## src/rtl/bumpy_game_if.sv

```systemverilog
// Signal bundle between the Bumpy game sequencer and its environment
// (key/frame-timing logic in, player FSM / tile loader / HUD out).
interface bumpy_game_if;
  logic       start_keyN;
  logic       frame_tick;
  logic       die;
  logic       level_done;
  logic [2:0] game_state;
  logic       player_resetN;
  logic       level_load;
  logic       freeze;
  logic [2:0] lives;
  logic [2:0] level;
  logic [6:0] time_left;

  modport master (
    input  start_keyN, frame_tick, die, level_done,
    output game_state, player_resetN, level_load, freeze, lives, level, time_left
  );

  modport slave (
    output start_keyN, frame_tick, die, level_done,
    input  game_state, player_resetN, level_load, freeze, lives, level, time_left
  );
endinterface

```

## src/rtl/bumpy_game_ctrl.sv

```systemverilog
// Bumpy game sequencer: lives, level, per-level countdown, freeze and player respawn.
// Optional feature macro: BUMPY_BONUS_LIFE_EN (one extra life per cleared non-final level, max 7).
module bumpy_game_ctrl #(
  parameter int LIVES          = 3,
  parameter int LEVELS         = 4,
  parameter int DIE_FRAMES     = 60,
  parameter int LVL_FRAMES     = 90,
  parameter int FRAMES_PER_SEC = 60,
  parameter int LEVEL_TIME     = 99
) (
  input logic         clk,
  input logic         resetN,
  bumpy_game_if.master game
);

  localparam logic [2:0] S_IDLE      = 3'd0;
  localparam logic [2:0] S_PLAY      = 3'd1;
  localparam logic [2:0] S_DYING     = 3'd2;
  localparam logic [2:0] S_RESPAWN   = 3'd3;
  localparam logic [2:0] S_LEVEL_UP  = 3'd4;
  localparam logic [2:0] S_GAME_OVER = 3'd5;
  localparam logic [2:0] S_WIN       = 3'd6;

  localparam int FC_MAX = (DIE_FRAMES > LVL_FRAMES) ? DIE_FRAMES : LVL_FRAMES;
  localparam int FC_W   = $clog2(FC_MAX + 1);
  localparam int SC_W   = $clog2(FRAMES_PER_SEC + 1);

  localparam logic [FC_W-1:0] DIE_LAST   = FC_W'(DIE_FRAMES - 1);
  localparam logic [FC_W-1:0] LVL_LAST   = FC_W'(LVL_FRAMES - 1);
  localparam logic [SC_W-1:0] SEC_LAST   = SC_W'(FRAMES_PER_SEC - 1);
  localparam logic [2:0]      LIVES_INIT = 3'(LIVES);
  localparam logic [2:0]      LEVEL_LAST = 3'(LEVELS - 1);
  localparam logic [6:0]      TIME_INIT  = 7'(LEVEL_TIME);

  logic            key_p0, key_p1, key_p2;
  logic            start_press;
  logic [2:0]      state, state_nx;
  logic [2:0]      lives, lives_nx;
  logic [2:0]      level, level_nx;
  logic [6:0]      time_left, time_nx;
  logic [SC_W-1:0] sec_cnt, sec_nx;
  logic [FC_W-1:0] frame_cnt, fc_nx;
  logic            load_nx;
  logic            player_resetN;
  logic            level_load;

  // Key synchroniser (p0, p1) and edge-detect history (p2); idle level is released (1)
  always_ff @(posedge clk or negedge resetN) begin
    if (!resetN) begin
      key_p0 <= 1'b1;
      key_p1 <= 1'b1;
      key_p2 <= 1'b1;
    end else begin
      key_p0 <= game.start_keyN;
      key_p1 <= key_p0;
      key_p2 <= key_p1;
    end
  end

  assign start_press = key_p2 & ~key_p1;

  always_comb begin
    state_nx = state;
    lives_nx = lives;
    level_nx = level;
    time_nx  = time_left;
    sec_nx   = sec_cnt;
    fc_nx    = frame_cnt;
    load_nx  = 1'b0;
    case (state)
      S_IDLE: begin
        if (start_press) begin
          lives_nx = LIVES_INIT;
          level_nx = '0;
          load_nx  = 1'b1;
          state_nx = S_RESPAWN;
        end
      end
      S_RESPAWN: begin
        time_nx  = TIME_INIT;
        sec_nx   = '0;
        state_nx = S_PLAY;
      end
      S_PLAY: begin
        if (game.die) begin
          fc_nx    = '0;
          state_nx = S_DYING;
        end else if (game.level_done) begin
          fc_nx    = '0;
          state_nx = S_LEVEL_UP;
        end else if (game.frame_tick) begin
          if (sec_cnt == SEC_LAST) begin
            sec_nx = '0;
            if (time_left == 7'd1) begin
              time_nx  = 7'd0;
              fc_nx    = '0;
              state_nx = S_DYING;
            end else if (time_left != 7'd0) begin
              time_nx = time_left - 7'd1;
            end
          end else begin
            sec_nx = sec_cnt + SC_W'(1);
          end
        end
      end
      S_DYING: begin
        if (game.frame_tick) begin
          if (frame_cnt == DIE_LAST) begin
            if (lives == 3'd1) begin
              lives_nx = 3'd0;
              state_nx = S_GAME_OVER;
            end else begin
              lives_nx = lives - 3'd1;
              state_nx = S_RESPAWN;
            end
          end else begin
            fc_nx = frame_cnt + FC_W'(1);
          end
        end
      end
      S_LEVEL_UP: begin
        if (game.frame_tick) begin
          if (frame_cnt == LVL_LAST) begin
            if (level == LEVEL_LAST) begin
              state_nx = S_WIN;
            end else begin
              level_nx = level + 3'd1;
              load_nx  = 1'b1;
              state_nx = S_RESPAWN;
`ifdef BUMPY_BONUS_LIFE_EN
              lives_nx = (lives == 3'd7) ? lives : lives + 3'd1;
`else
              lives_nx = lives;
`endif
            end
          end else begin
            fc_nx = frame_cnt + FC_W'(1);
          end
        end
      end
      S_GAME_OVER, S_WIN: begin
        if (start_press) state_nx = S_IDLE;
      end
      default: state_nx = S_IDLE;
    endcase
  end

  // Player is held in reset while idle and for the single respawn clock
  always_ff @(posedge clk or negedge resetN) begin
    if (!resetN) begin
      state         <= S_IDLE;
      lives         <= LIVES_INIT;
      level         <= '0;
      time_left     <= TIME_INIT;
      sec_cnt       <= '0;
      frame_cnt     <= '0;
      level_load    <= 1'b0;
      player_resetN <= 1'b0;
    end else begin
      state         <= state_nx;
      lives         <= lives_nx;
      level         <= level_nx;
      time_left     <= time_nx;
      sec_cnt       <= sec_nx;
      frame_cnt     <= fc_nx;
      level_load    <= load_nx;
      player_resetN <= (state_nx != S_IDLE) && (state_nx != S_RESPAWN);
    end
  end

  assign game.game_state    = state;
  assign game.player_resetN = player_resetN;
  assign game.level_load    = level_load;
  assign game.freeze        = (state != S_PLAY);
  assign game.lives         = lives;
  assign game.level         = level;
  assign game.time_left     = time_left;

endmodule

```

## src/flat_wrapper.sv

```systemverilog
// flat-port wrapper written by rule: the top's interface ports become plain ports
module bumpy_game_ctrl_flat 
#(
  parameter int LIVES          = 3,
  parameter int LEVELS         = 4,
  parameter int DIE_FRAMES     = 60,
  parameter int LVL_FRAMES     = 90,
  parameter int FRAMES_PER_SEC = 60,
  parameter int LEVEL_TIME     = 99
)
  (clk, resetN, game_start_keyN, game_frame_tick, game_die, game_level_done, game_game_state, game_player_resetN, game_level_load, game_freeze, game_lives, game_level, game_time_left);
  bumpy_game_if game_i ();
  input logic clk;
  input logic resetN;
  input wire logic [$bits(game_i.start_keyN)-1:0] game_start_keyN;
  input wire logic [$bits(game_i.frame_tick)-1:0] game_frame_tick;
  input wire logic [$bits(game_i.die)-1:0] game_die;
  input wire logic [$bits(game_i.level_done)-1:0] game_level_done;
  output wire logic [$bits(game_i.game_state)-1:0] game_game_state;
  output wire logic [$bits(game_i.player_resetN)-1:0] game_player_resetN;
  output wire logic [$bits(game_i.level_load)-1:0] game_level_load;
  output wire logic [$bits(game_i.freeze)-1:0] game_freeze;
  output wire logic [$bits(game_i.lives)-1:0] game_lives;
  output wire logic [$bits(game_i.level)-1:0] game_level;
  output wire logic [$bits(game_i.time_left)-1:0] game_time_left;
  assign game_i.start_keyN = game_start_keyN;
  assign game_i.frame_tick = game_frame_tick;
  assign game_i.die = game_die;
  assign game_i.level_done = game_level_done;
  assign game_game_state = game_i.game_state;
  assign game_player_resetN = game_i.player_resetN;
  assign game_level_load = game_i.level_load;
  assign game_freeze = game_i.freeze;
  assign game_lives = game_i.lives;
  assign game_level = game_i.level;
  assign game_time_left = game_i.time_left;
  bumpy_game_ctrl #(.LIVES(LIVES), .LEVELS(LEVELS), .DIE_FRAMES(DIE_FRAMES), .LVL_FRAMES(LVL_FRAMES), .FRAMES_PER_SEC(FRAMES_PER_SEC), .LEVEL_TIME(LEVEL_TIME)) u_core (.clk(clk), .resetN(resetN), .game(game_i));
endmodule
```

## config.mk

```make
export PLATFORM = sky130hd
export DESIGN_NAME = bumpy_game_ctrl_flat
export DESIGN_NICKNAME = d
export VERILOG_FILES = /design/src/rtl/bumpy_game_if.sv /design/src/rtl/bumpy_game_ctrl.sv /design/src/flat_wrapper.sv
export SDC_FILE = /design/constraint.sdc
export NUM_CORES = 1
export LEC_CHECK = 0
export CORE_MARGIN = 8
export CORE_UTILIZATION = 50
export DETAILED_ROUTE_END_ITERATION = 7
export PLACE_DENSITY_LB_ADDON = 0.25
export SLEW_MARGIN = 10
export SYNTH_ARGS = -nofsm -noshare
export SYNTH_HDL_FRONTEND = slang
export SYNTH_SLANG_ARGS = --single-unit
```

## constraint.sdc

```tcl
create_clock -name clk -period 2.3 [get_ports clk]
set_input_delay 0.69 -clock clk [delete_from_list [all_inputs] [get_ports clk]]
set_output_delay 0.69 -clock clk [all_outputs]
set_load 0.05 [all_outputs]
```

==> results of run 1 <==
## final cells by class
| class | instances | area [sq um] |
|---|---|---|
| clock buffers | 6 | 72.6 |
| clock inverters | 2 | 10.0 |
| fillers | 343 | 1370 |
| inverters | 13 | 51.3 |
| multi-input cells | 164 | 1060 |
| flip-flops and latches | 34 | 867 |
| well taps | 50 | 62.6 |
| repair buffers | 51 | 418 |
## final timing paths
kind	start	to	slack (ns)	depth (start not counted)
setup / recovery	game_die	u_core.frame_cnt[4]	0.05	8
hold / removal	u_core.key_p0	u_core.key_p1	0.36	0
setup reg to reg	u_core.game.time_left[3]	u_core.game.player_resetN	0.06	6
hold reg to reg	u_core.key_p0	u_core.key_p1	0.36	0
max in group asynchronous	resetN	u_core.key_p1	1.15	2
min in group asynchronous	resetN	u_core.game.level[0]	0.80	2
## flip-flops by register name (all words and copies together) (netlist names)
register	cells
u_core.key_p0	1
u_core.frame_cnt	7
u_core.game.time_left	7
u_core.game.level_load	1
u_core.sec_cnt	6
u_core.key_p1	1
u_core.game.player_resetN	1
u_core.game.game_state	3
u_core.key_p2	1
u_core.game.level	3
u_core.game.lives	3
## worst max-delay path: cells and delay by family
kind | cells | cell delay [ns]
AOI/OAI and AO/OA | 3 | 0.44
buffers and inverters | 4 | 0.90
and+or+nand+nor | 1 | 0.38
## power breakdown
group	internal, uW	total [uW]	switching, uW
Sequential	754	866	112
Combinational	553	1410	857
Clock	210	420	211
Total	1520	2700	1180
## layout by cell type, fill, tap and decap left out, drive strengths merged, types with 2 or more instances in the layout
cell / synthesis / routed
buf: 0 / 39
dfrtp: 25 / 25
nor2: 22 / 22
nand2: 18 / 18
o21ai: 15 / 15
inv: 13 / 13
a21oi: 13 / 13
nand2b: 10 / 10
ha: 10 / 10
clkdlybuf4s50: 0 / 10
dfstp: 9 / 9
a31oi: 8 / 8
nand3: 7 / 7
nor3: 6 / 6
clkbuf: 5 / 6
or3: 5 / 5
nand3b: 4 / 4
or4: 4 / 4
nor3b: 4 / 4
o22ai: 3 / 3
xor2: 3 / 3
o21a: 2 / 2
nor4: 2 / 2
o2bb2ai: 2 / 2
and3b: 2 / 2
o31ai: 2 / 2
and3: 2 / 2
a41oi: 2 / 2
xnor2: 2 / 2
clkinv: 0 / 2
## routing by layer
layer	vias to the layer above	GRT usage [%]	part of all wire (%)
li1	888	-	-
met1	845	19.0	45
met2	56	24.4	46
met3	10	4.18	6.5
met4	0	6.30	2.1
met5	-	0	0
## cell families (layout without fill, tap and decap cells)
group / after synthesis / in the layout
buffers and inverters: 18 / 72
xor gates and xnor gates: 5 / 5
adders and majority gates: 10 / 10
AOI/OAI and AO/OA: 57 / 57
and+or+nand+nor: 92 / 92
DFF: 34 / 34
## through the flow
step                      hold slack [ns]  utilization (%)  instances  power [uW]  worst slack (ns)
after detailed placement            0.351             61.9        309        2280            -0.355
after global routing                0.363             65.0        320        2890           -0.0367
after global placement              0.345             61.9        309        2260            -0.315
final                               0.357             65.0        320        2700            0.0517
after CTS                           0.360             64.2        317        2710           0.00111
after floorplan                     0.345                -        216        1790            -0.117
## repair_timing
item                                    in CTS  in global routing
buffers inserted                             0                  3
pin swaps                                    0                  5
hold endpoints to repair                     0                  0
resized for setup                            3                  2
endpoints found under the setup margin       2                  3
==> qor.json, run 1 <==
{
  "timing": {
    "setup_total_negative_slack_ns": 0,
    "drv_slew": 0,
    "slew_headroom_pct": 64.8,
    "rsz0062_at_grt": "yes",
    "period_minus_slack_ns": 2.25,
    "fmax_mhz": 445,
    "finalClockSkew_ns": 0.0131,
    "final-setup-viol-count": 0,
    "layout_worst_path_cycle_share_pct": 97.8,
    "timing.final.hold_violations": 0,
    "worstMarginPinSlew_ns": 0.527
  },
  "final_layout": {
    "post-route-cell-area_sq_um": 2540,
    "drive_above_1_share_pct": 25.9,
    "nNetsFinal": 285,
    "area_growth_syn_to_layout_pct": 28.8,
    "antennaDiodeCount": 0
  },
  "power_and_ir_drop": {
    "p_leak_uw": 0.00118,
    "power-per-cell-area_nw_per_um2": 1060,
    "ir_drop_v": 0.000624
  },
  "clocking": {
    "clkLatencyLatePin_ns": 0.29,
    "root_buffer": "sky130_fd_sc_hd__clkbuf_8",
    "cts-root-to-sink-buffers": 2,
    "worst_setup_hold_path_clk_slew_ns": 0.06,
    "tritoncts.num_buffers": 5,
    "htree_levels": 2,
    "tritoncts_num_sinks": 34,
    "cts_tree": "done",
    "cts_hold_buf": 0
  },
  "logic_synthesis": {
    "avgSynthCellArea_sq_um": 9.14,
    "post_synth_fa_ha_maj_area_fraction_pct": 6.34,
    "post_synth_mux_area_share_pct": 0,
    "synth.cells.most_frequent": "sky130_fd_sc_hd__dfrtp_1, sky130_fd_sc_hd__nor2_1, sky130_fd_sc_hd__nand2_1, sky130_fd_sc_hd__o21ai_0, sky130_fd_sc_hd__a21oi_1",
    "synth.lib_cells_used.distinct": 46,
    "synth-main-ff-cell": "sky130_fd_sc_hd__dfrtp_1",
    "synthMostInstantiatedCell": "sky130_fd_sc_hd__dfrtp_1",
    "netlist_instances": 216,
    "synth_edf_count": 0,
    "synthesis.yosys.warnings": 0,
    "netlist.area_leader.share_pct": 31.7,
    "post_synth_xor_area_fraction_pct": 2.22,
    "synth_area_sq_um": 1970,
    "post_syn_nets": 232,
    "yosys_register_bits": 34,
    "synth_compound_area_share_pct": 18.7,
    "synth_top_family_by_area": "simple AND/OR/NAND/NOR gates",
    "post_synth_arst_share_pct": 100,
    "synth_area_leaders": "sky130_fd_sc_hd__dfrtp_1, sky130_fd_sc_hd__dfstp_2, sky130_fd_sc_hd__ha_1, sky130_fd_sc_hd__nor2_1, sky130_fd_sc_hd__o21ai_0",
    "synth_simple_gate_area_share_pct": 25.7,
    "netlist.top_cell.by_area": "sky130_fd_sc_hd__dfrtp_1",
    "synth.yosys.seq_area_share_pct": 43.7
  },
  "detailed_routing": {
    "route.antenna.remaining_nets": 0,
    "firstDrtPassIters": 4,
    "detailroute.via_count": 1799,
    "route.final.wire_length_mm": 4.51,
    "drt_iter0_drc": 122,
    "post-route-drc-count": 0,
    "routedWlPerCell_microns": 14.1,
    "routed_via_density": 5.62
  },
  "grt": {
    "grt_pass1_wl_mm": 7.76,
    "grt_util_all_layers_pct": 15.3,
    "grt_pass1_vias": 1740,
    "largest_net_degree_at_the_start_of_global_routing": 35,
    "grt_overflow_total": 0,
    "antenna_found_initial": 0
  },
  "critical_path": {
    "crit_required_ns": 2.47,
    "path_max_fanout": 3,
    "worstSetupPathType": "primary input to flip-flop",
    "cp_common_cell": "sky130_fd_sc_hd__buf_4",
    "max_stage_delay_ns": 0.45,
    "endpoint_kind": "flip-flop",
    "timing.critical_path.cells": "clkdlybuf4s50_1 -> buf_4 -> or3_1 -> a31oi_2 -> buf_4 -> a21oi_1 -> buf_4 -> a41o_1",
    "critPathSlowestCell": "sky130_fd_sc_hd__clkdlybuf4s50_1",
    "worst_setup_path_start_kind": "primary input",
    "critPathArrivalTime_ns": 2.42
  },
  "placed_design": {
    "gp_weighted_congestion": 0.863,
    "placedInstanceArea_sq_um": 2420,
    "dp_hpwl_mm": 3.39,
    "portBuffers": 24
  },
  "die": {
    "ports": 25,
    "die_area_sq_um": 6220,
    "die_span_in_x_microns": 78.8,
    "initial_utilization_pct": 50.4,
    "floorplan.core_area_sq_um": 3910,
    "placement_rows": 23,
    "fp.dieH_microns": 78.8
  },
  "job": {
    "drv.max_cap_violation_count": 0
  },
  "status": {
    "status": "finished clean"
  },
  "worst_hold_path": {
    "min_path_type": "flip-flop to flip-flop"
  }
}
Power figures use the tool's default switching activity.
==> inputs of run 2 (changes only) <==
--- a/config.mk
+++ b/config.mk
@@ -8,6 +8,7 @@
 export CORE_MARGIN = 8
 export CORE_UTILIZATION = 50
 export DETAILED_ROUTE_END_ITERATION = 7
+export GPL_TIMING_DRIVEN = 0
 export PLACE_DENSITY_LB_ADDON = 0.25
 export SLEW_MARGIN = 10
 export SYNTH_ARGS = -nofsm -noshare
==> run 2 against run 1 <==
The flow now finishes with violations (setup timing). Routed wire length shrank 3.8%. Fmax shrank 2.5%. Final cell count shrank 4.4%. Clock skew shrank 0.0055 ns. Clock power grew 9.5%. Die area is the same. Register-to-register slack lost 0.07 ns. Global-route usage shrank 0.46 points. Sequential power grew 1%. Critical path type is now flip-flop to flip-flop. Critical endpoint is now u_core.game.player_resetN. Highest routed layer unchanged.
==> qor.json, run 2 (same netlist as run 1, synthesis figures left out) <==
{
  "detailed_routing": {
    "detailroute.via_count": {"value": 1735, "change": "-3.6%"},
    "route.final.wire_length": {"value": 4.34, "unit": "mm", "change": "-3.8%"},
    "route.antenna.remaining_nets": {"value": 0, "change": "unchanged"},
    "firstDrtPassIters": {"value": 4, "change": "unchanged"},
    "routed_via_density": {"value": 5.67, "change": "+0.85%"},
    "routedWlPerCell": {"value": 14.2, "unit": "microns", "change": "+0.63%"},
    "drt_iter0_drc": {"value": 119, "change": "-2.5%"},
    "post-route-drc-count": {"value": 0, "change": "unchanged"}
  },
  "clocking": {
    "worst_setup_hold_path_clk_slew": {"value": 0.07, "unit": "ns", "change": "about the same"},
    "root_buffer": "sky130_fd_sc_hd__clkbuf_8",
    "htree_levels": {"value": 2, "change": "unchanged"},
    "tritoncts.num_buffers": {"value": 5, "change": "unchanged"},
    "clkLatencyLatePin": {"value": 0.29, "unit": "ns", "change": "about the same"},
    "cts-root-to-sink-buffers": {"value": 2, "change": "unchanged"},
    "cts_hold_buf": {"value": 0, "change": "unchanged"},
    "cts_tree": "done",
    "tritoncts_num_sinks": {"value": 34, "change": "unchanged"}
  },
  "critical_path": {
    "worst_setup_path_start_kind": "flip-flop",
    "crit_required": {"value": 2.47, "unit": "ns", "change": "about the same"},
    "critPathArrivalTime": {"value": 2.48, "unit": "ns", "change": "+0.06 ns"},
    "worstSetupPathType": "flip-flop to flip-flop",
    "endpoint_kind": "flip-flop",
    "path_max_fanout": {"value": 4, "change": "+1"}
  },
  "timing": {
    "period_minus_slack": {"value": 2.31, "unit": "ns", "change": "+0.0581 ns"},
    "slew_headroom": {"value": 50.8, "unit": "%", "change": "-14 points"},
    "worstMarginPinSlew": {"value": 0.738, "unit": "ns", "change": "+0.210 ns"},
    "rsz0062_at_grt": "yes",
    "drv_slew": {"value": 0, "change": "unchanged"},
    "setup_total_negative_slack": {"value": -0.00647, "unit": "ns", "change": "-0.00647 ns"},
    "final-setup-viol-count": {"value": 1, "change": "+1"},
    "layout_worst_path_cycle_share": {"value": 100, "unit": "%", "change": "+2.5 points"},
    "finalClockSkew": {"value": 0.00760, "unit": "ns", "change": "-0.00554 ns"},
    "fin_worst_setup_slack": {"value": -0.00647, "unit": "ns", "change": "-0.0581 ns"},
    "timing.final.hold_violations": {"value": 0, "change": "unchanged"},
    "fmax": {"value": 434, "unit": "MHz", "change": "-2.5%"}
  },
  "final_layout": {
    "layout_common_cells": "sky130_fd_sc_hd__nor2_1, sky130_fd_sc_hd__dfrtp_1, sky130_fd_sc_hd__nand2_1, sky130_fd_sc_hd__o21ai_0",
    "post-route-cell-area": {"value": 2490, "unit": "sq um", "change": "-2.2%"},
    "nNetsFinal": {"value": 271, "change": "-4.9%"},
    "antennaDiodeCount": {"value": 0, "change": "unchanged"},
    "fin_util": {"value": 63.6, "unit": "%", "change": "-1.4 points"},
    "drive_above_1_share": {"value": 18.4, "unit": "%", "change": "-7.6 points"},
    "largest_registers": "u_core.frame_cnt (7), u_core.game.time_left (7), u_core.sec_cnt (6)",
    "area_growth_syn_to_layout_pct": 26.0
  },
  "power_and_ir_drop": {
    "power": {"value": 2650, "unit": "uW", "change": "-1.7%"},
    "power-per-cell-area": {"value": 1070, "unit": "nW/um^2", "change": "+0.52%"},
    "ir_drop": {"value": 0.000562, "unit": "V", "change": "-9.9%"},
    "p_leak": {"value": 0.00109, "unit": "uW", "change": "-7.7%"}
  },
  "die": {
    "placement_rows": {"value": 23, "change": "unchanged"},
    "fp.dieH": {"value": 78.8, "unit": "microns", "change": "unchanged"},
    "die_span_in_x": {"value": 78.8, "unit": "microns", "change": "unchanged"},
    "ports": {"value": 25, "change": "unchanged"},
    "initial_utilization": {"value": 50.4, "unit": "%", "change": "unchanged"},
    "floorplan.core_area": {"value": 3910, "unit": "sq um", "change": "unchanged"},
    "die_area": {"value": 6220, "unit": "sq um", "change": "unchanged"}
  },
  "grt": {
    "grt_pass1_vias": {"value": 1694, "change": "-2.6%"},
    "grt_overflow_total": {"value": 0, "change": "unchanged"},
    "largest_net_degree_at_the_start_of_global_routing": {"value": 35, "change": "unchanged"},
    "grt_pass1_wl": {"value": 7.51, "unit": "mm", "change": "-3.3%"},
    "grt_util_all_layers": {"value": 14.8, "unit": "%", "change": "-0.46 points"},
    "antenna_found_initial": {"value": 0, "change": "unchanged"}
  },
  "placed_design": {
    "gp_weighted_congestion": {"value": 0.950, "change": "+10%"},
    "portBuffers": {"value": 24, "change": "unchanged"},
    "placedInstanceArea": {"value": 2290, "unit": "sq um", "change": "-5.6%"},
    "dp_hpwl": {"value": 3.05, "unit": "mm", "change": "-9.9%"},
    "pre_cts_ws": {"value": -0.813, "unit": "ns", "change": "-0.458 ns"}
  },
  "job": {
    "drv.max_cap_violation_count": {"value": 0, "change": "unchanged"}
  },
  "status": {
    "status": "complete, but fails checks",
    "violations": "setup timing"
  },
  "worst_hold_path": {
    "min_path_type": "flip-flop to flip-flop"
  }
}
## run 2: changes by cell type in the layout (fill, tap and decap cells not counted), moves of 2 or more
cell and change:
sky130_fd_sc_hd__buf_4 -30, sky130_fd_sc_hd__dlygate4sd2_1 +8, sky130_fd_sc_hd__buf_2 +2, sky130_fd_sc_hd__clkbuf_1 +2, sky130_fd_sc_hd__clkbuf_2 +2, sky130_fd_sc_hd__clkbuf_8 +2, sky130_fd_sc_hd__clkdlybuf4s50_1 +2
## run 2: where the power goes
part	total, uW	internal [uW]	switching (uW)
Clock	460	241	218
Sequential	876	754	122
Combinational	1310	467	847
Total	2650	1460	1190
## run 2: what timing repair did
action                     4_1_cts  5_1_grt
setup buffers                    7        1
cloned                           0        0
setup endpoints to repair       22        4
pin swaps                        4        3
resized for setup               23        6
## run 2: path summary, 6_finish.rpt
path / startpoint / end / slack, ns / cells past startpoint
worst min-delay path: u_core.key_p0 / u_core.key_p1 / 0.36 / 0
worst max-delay path: u_core.game.time_left[2] / u_core.game.player_resetN / -0.006 / 6
worst min register to register: u_core.key_p0 / u_core.key_p1 / 0.36 / 0
min in group asynchronous: resetN / u_core.game.level[2] / 0.45 / 1
worst max register to register: u_core.game.time_left[2] / u_core.game.player_resetN / -0.006 / 6
max in group asynchronous: resetN / u_core.game.time_left[3] / 1.32 / 1
## run 2: area by class of cell
cell class	count	area, sq um
timing repair buffer	32	282
clock buffer	7	86.3
clock inverter	1	5.00
sequential	34	867
inverter	13	51.3
tap	50	62.6
multi-input combinational	164	1100
buffer	5	31.3
fill	356	1430
## run 2: worst max-delay path: stages, from the launching register on
cell and delay, ns:
sky130_fd_sc_hd__dfrtp_2 0.43, sky130_fd_sc_hd__or4_4 0.55, sky130_fd_sc_hd__nor3b_4 0.26, sky130_fd_sc_hd__a31oi_4 0.11, sky130_fd_sc_hd__or4_4 0.52, sky130_fd_sc_hd__xor2_1 0.15
sky130_fd_sc_hd__nand3b_1 0.15
## run 2: per-stage QoR
stage	cells	hold slack, ns
floorplan	216	0.345
global placement	290	0.345
detailed placement	290	0.348
CTS	305	0.358
global route	306	0.360
finish	306	0.356
## run 2: metal layers
metal	track usage, %	wire, microns	part of all wire, %
met5	0	0	0
met1	17.7	1990	46
met4	5.56	74	1.7
met3	4.97	271	6.2
met2	24.1	2010	46
==> inputs of run 3 (changes only) <==
--- a/config.mk
+++ b/config.mk
@@ -6,7 +6,7 @@
 export NUM_CORES = 1
 export LEC_CHECK = 0
 export CORE_MARGIN = 8
-export CORE_UTILIZATION = 50
+export CORE_UTILIZATION = 30
 export DETAILED_ROUTE_END_ITERATION = 7
 export GPL_TIMING_DRIVEN = 0
 export PLACE_DENSITY_LB_ADDON = 0.25
==> constraint.sdc (replaced) <==
create_clock -name clk -period 2.36 [get_ports clk]
set_input_delay 0.708 -clock clk [delete_from_list [all_inputs] [get_ports clk]]
set_output_delay 0.708 -clock clk [all_outputs]
set_load 0.05 [all_outputs]
==> run 3 against run 2 <==
The run now ends clean. Clock power grew 8.7%. Sequential share of layout area decreased by 0.52 points. Global-route usage shrank 4.6 points. Non-clock buffer count fell by 2. Critical endpoint unchanged. Worst hold slack improved by 0.0013 ns.
==> qor.json, run 3 (same netlist as run 1, synthesis figures left out) <==
{
  "power_and_ir_drop": {
    "p_sw": {"value": 1150, "unit": "uW", "change": "-3.2%"},
    "internal_power": {"value": 1490, "unit": "uW", "change": "+1.6%"},
    "power-per-cell-area": {"value": 1040, "unit": "nW/um^2", "change": "-2.0%"},
    "p_leak": {"value": 0.00110, "unit": "uW", "change": "+1.4%"},
    "power.combinational.fraction": {"value": 48.6, "unit": "%", "change": "-1.0 points"},
    "sequentialPowerShare": {"value": 32.4, "unit": "%", "change": "-0.7 points"},
    "part_of_the_power_in_the_clock_network": {"value": 19.0, "unit": "%", "change": "+1.7 points"},
    "power.share.switching": {"value": 43.6, "unit": "%", "change": "-1.2 points"},
    "ir_drop": {"value": 0.000490, "unit": "V", "change": "-13%"}
  },
  "worst_hold_path": {
    "min_path_type": "flip-flop to flip-flop"
  },
  "critical_path": {
    "worst_setup_path_start_kind": "flip-flop",
    "max_stage_delay": {"value": 0.55, "unit": "ns", "change": "about the same"},
    "crit_required": {"value": 2.52, "unit": "ns", "change": "+0.05 ns"},
    "critPathSlowestCell": "sky130_fd_sc_hd__or4_4",
    "timing.critical_path.cells": "or4_4 -> nor3b_4 -> a31oi_2 -> or4_4 -> xor2_1 -> nand3b_1",
    "endpoint_kind": "flip-flop",
    "path_max_fanout": {"value": 3, "change": "-1"},
    "cp_common_cell": "sky130_fd_sc_hd__or4_4",
    "critPathArrivalTime": {"value": 2.47, "unit": "ns", "change": "about the same"},
    "worstSetupPathType": "flip-flop to flip-flop"
  },
  "clocking": {
    "cts_tree": "done",
    "tritoncts.num_buffers": {"value": 5, "change": "unchanged"},
    "htree_levels": {"value": 2, "change": "unchanged"},
    "tritoncts_num_sinks": {"value": 34, "change": "unchanged"},
    "cts-root-to-sink-buffers": {"value": 2, "change": "unchanged"},
    "root_buffer": "sky130_fd_sc_hd__clkbuf_8",
    "worst_setup_hold_path_clk_slew": {"value": 0.07, "unit": "ns", "change": "about the same"},
    "clkLatencyLatePin": {"value": 0.28, "unit": "ns", "change": "about the same"}
  },
  "timing": {
    "period_minus_slack": {"value": 2.31, "unit": "ns", "change": "+0.00204 ns"},
    "worstMarginPinSlew": {"value": 0.757, "unit": "ns", "change": "+0.0189 ns"},
    "fmax": {"value": 433, "unit": "MHz", "change": "about the same"},
    "layout_worst_path_cycle_share": {"value": 97.8, "unit": "%", "change": "-2.5 points"},
    "finalClockSkew": {"value": 0.00755, "unit": "ns", "change": "-0.0000572 ns"},
    "fin_worst_setup_slack": {"value": 0.0515, "unit": "ns", "change": "+0.0580 ns"},
    "rsz0062_at_grt": "yes",
    "slew_headroom": {"value": 49.6, "unit": "%", "change": "-1.3 points"},
    "final-setup-viol-count": {"value": 0, "change": "-1"},
    "drv_slew": {"value": 0, "change": "unchanged"},
    "fin_hold_ws": {"value": 0.357, "unit": "ns", "change": "+0.00128 ns"},
    "timing.final.hold_violations": {"value": 0, "change": "unchanged"}
  },
  "detailed_routing": {
    "met3WireLength": {"value": 250, "unit": "microns", "change": "-7.7%"},
    "top_layer_used_by_detailed_routing": "met4",
    "routed_via_density": {"value": 5.18, "change": "-8.6%"},
    "wire_length_the_detailed_router_placed_on_met1": {"value": 2.22, "unit": "mm", "change": "+12%"},
    "route.final.wire_length": {"value": 4.70, "unit": "mm", "change": "+8.3%"},
    "route.antenna.remaining_nets": {"value": 0, "change": "unchanged"},
    "post-route-drc-count": {"value": 0, "change": "unchanged"},
    "routedWlPerCell": {"value": 14.2, "unit": "microns", "change": "+0.14%"},
    "wl_met2": {"value": 2.15, "unit": "mm", "change": "+7.1%"},
    "drt_iter0_drc": {"value": 49, "change": "-59%"},
    "detailroute.via_count": {"value": 1716, "change": "-1.1%"},
    "firstDrtPassIters": {"value": 4, "change": "unchanged"}
  },
  "grt": {
    "grt_overflow_total": {"value": 0, "change": "unchanged"},
    "grt_util_all_layers": {"value": 10.2, "unit": "%", "change": "-4.6 points"},
    "antenna_found_initial": {"value": 0, "change": "unchanged"},
    "grt_pass1_wl": {"value": 8.19, "unit": "mm", "change": "+9.1%"},
    "largest_net_degree_at_the_start_of_global_routing": {"value": 35, "change": "unchanged"},
    "grt_pass1_vias": {"value": 1775, "change": "+4.8%"}
  },
  "placed_design": {
    "portBuffers": {"value": 24, "change": "unchanged"},
    "dp_hpwl": {"value": 3.38, "unit": "mm", "change": "+11%"},
    "pre_cts_ws": {"value": -0.757, "unit": "ns", "change": "+0.0555 ns"},
    "gp_weighted_congestion": {"value": 0.796, "change": "-16%"},
    "placedInstanceArea": {"value": 2320, "unit": "sq um", "change": "+1.5%"}
  },
  "die": {
    "die_area": {"value": 9430, "unit": "sq um", "change": "+52%"},
    "placement_rows": {"value": 29, "change": "+26%"},
    "ports": {"value": 25, "change": "unchanged"},
    "die_span_in_x": {"value": 97.1, "unit": "microns", "change": "+23%"},
    "fp.dieH": {"value": 97.1, "unit": "microns", "change": "+23%"},
    "initial_utilization": {"value": 31.1, "unit": "%", "change": "-19 points"},
    "floorplan.core_area": {"value": 6350, "unit": "sq um", "change": "+62%"}
  },
  "final_layout": {
    "layout_common_cells": "sky130_fd_sc_hd__nor2_1, sky130_fd_sc_hd__dfrtp_1, sky130_fd_sc_hd__nand2_1, sky130_fd_sc_hd__o21ai_0, sky130_fd_sc_hd__clkdlybuf4s50_1",
    "antennaDiodeCount": {"value": 0, "change": "unchanged"},
    "drive_above_1_share": {"value": 18.1, "unit": "%", "change": "-0.25 points"},
    "largest_registers": "u_core.frame_cnt (7), u_core.game.time_left (7), u_core.sec_cnt (6)",
    "area_growth_syn_to_layout_pct": 27.9,
    "nNetsFinal": {"value": 269, "change": "-0.74%"},
    "post-route-cell-area": {"value": 2520, "unit": "sq um", "change": "+1.5%"}
  },
  "job": {
    "drv.max_cap_violation_count": {"value": 0, "change": "unchanged"}
  },
  "status": {
    "status": "finished clean"
  }
}
-- run 3: power by group through the flow --
stage	Sequential, uW	Combinational, uW	Clock (uW)
2_1_floorplan	1130	619	0
3_3_place_gp	868	1240	0
3_5_place_dp	868	1250	0
4_1_cts	856	1290	522
5_1_grt	881	1410	543
6_report	855	1280	500
-- run 3: path summary, 6_finish.rpt --
check | startpoint | endpoint | slack (ns) | cells past startpoint
max in group asynchronous | resetN | u_core.game.game_state[0] | 1.34 | 1
min | u_core.key_p0 | u_core.key_p1 | 0.36 | 0
max reg2reg | u_core.game.time_left[2] | u_core.game.player_resetN | 0.05 | 6
min reg2reg | u_core.key_p0 | u_core.key_p1 | 0.36 | 0
max | u_core.game.time_left[2] | u_core.game.player_resetN | 0.05 | 6
min in group asynchronous | resetN | u_core.frame_cnt[1] | 0.49 | 1
-- run 3: layer usage --
metal | vias to the layer above | global-route usage, %
li1 | 854 | -
met1 | 811 | 12.3
met2 | 44 | 16.3
met3 | 7 | 3.49
met4 | 0 | 4.26
met5 | - | 0
-- run 3: layout make-up --
type                       instances  area [sq um]
buffer                             5          31.3
clock buffer                       8           110
fill                             649          3820
inverter                          13          51.3
multi-input combinational        164          1090
sequential                        34           867
tap                               77          96.3
timing repair buffer              30           275
-- run 3: per-stage QoR --
step | TNS [ns] | util, % | power [uW] | std cells
finish | 0 | 39.8 | 2630 | 331
global route | -0.0276 | 39.8 | 2830 | 331
CTS | 0 | 39.5 | 2670 | 331
detailed placement | -8.87 | 36.6 | 2120 | 317
global placement | -14.22 | 36.6 | 2110 | 317
floorplan | -0.0716 | - | 1750 | 216
-- run 3: worst max-delay path, delay by kind of cell (launching register included) --
kind                      cells  cell delay (ns)
and+or+nand+nor               4             1.47
DFF                           1             0.42
AOI/OAI and AO/OA             1             0.15
xor gates and xnor gates      1             0.15
-- run 3: what timing repair did --
item,in CTS,in global routing
setup buffers,6,0
pin swaps,5,2
hold buffers,0,0
resized for setup,21,6
setup endpoints to repair,21,5
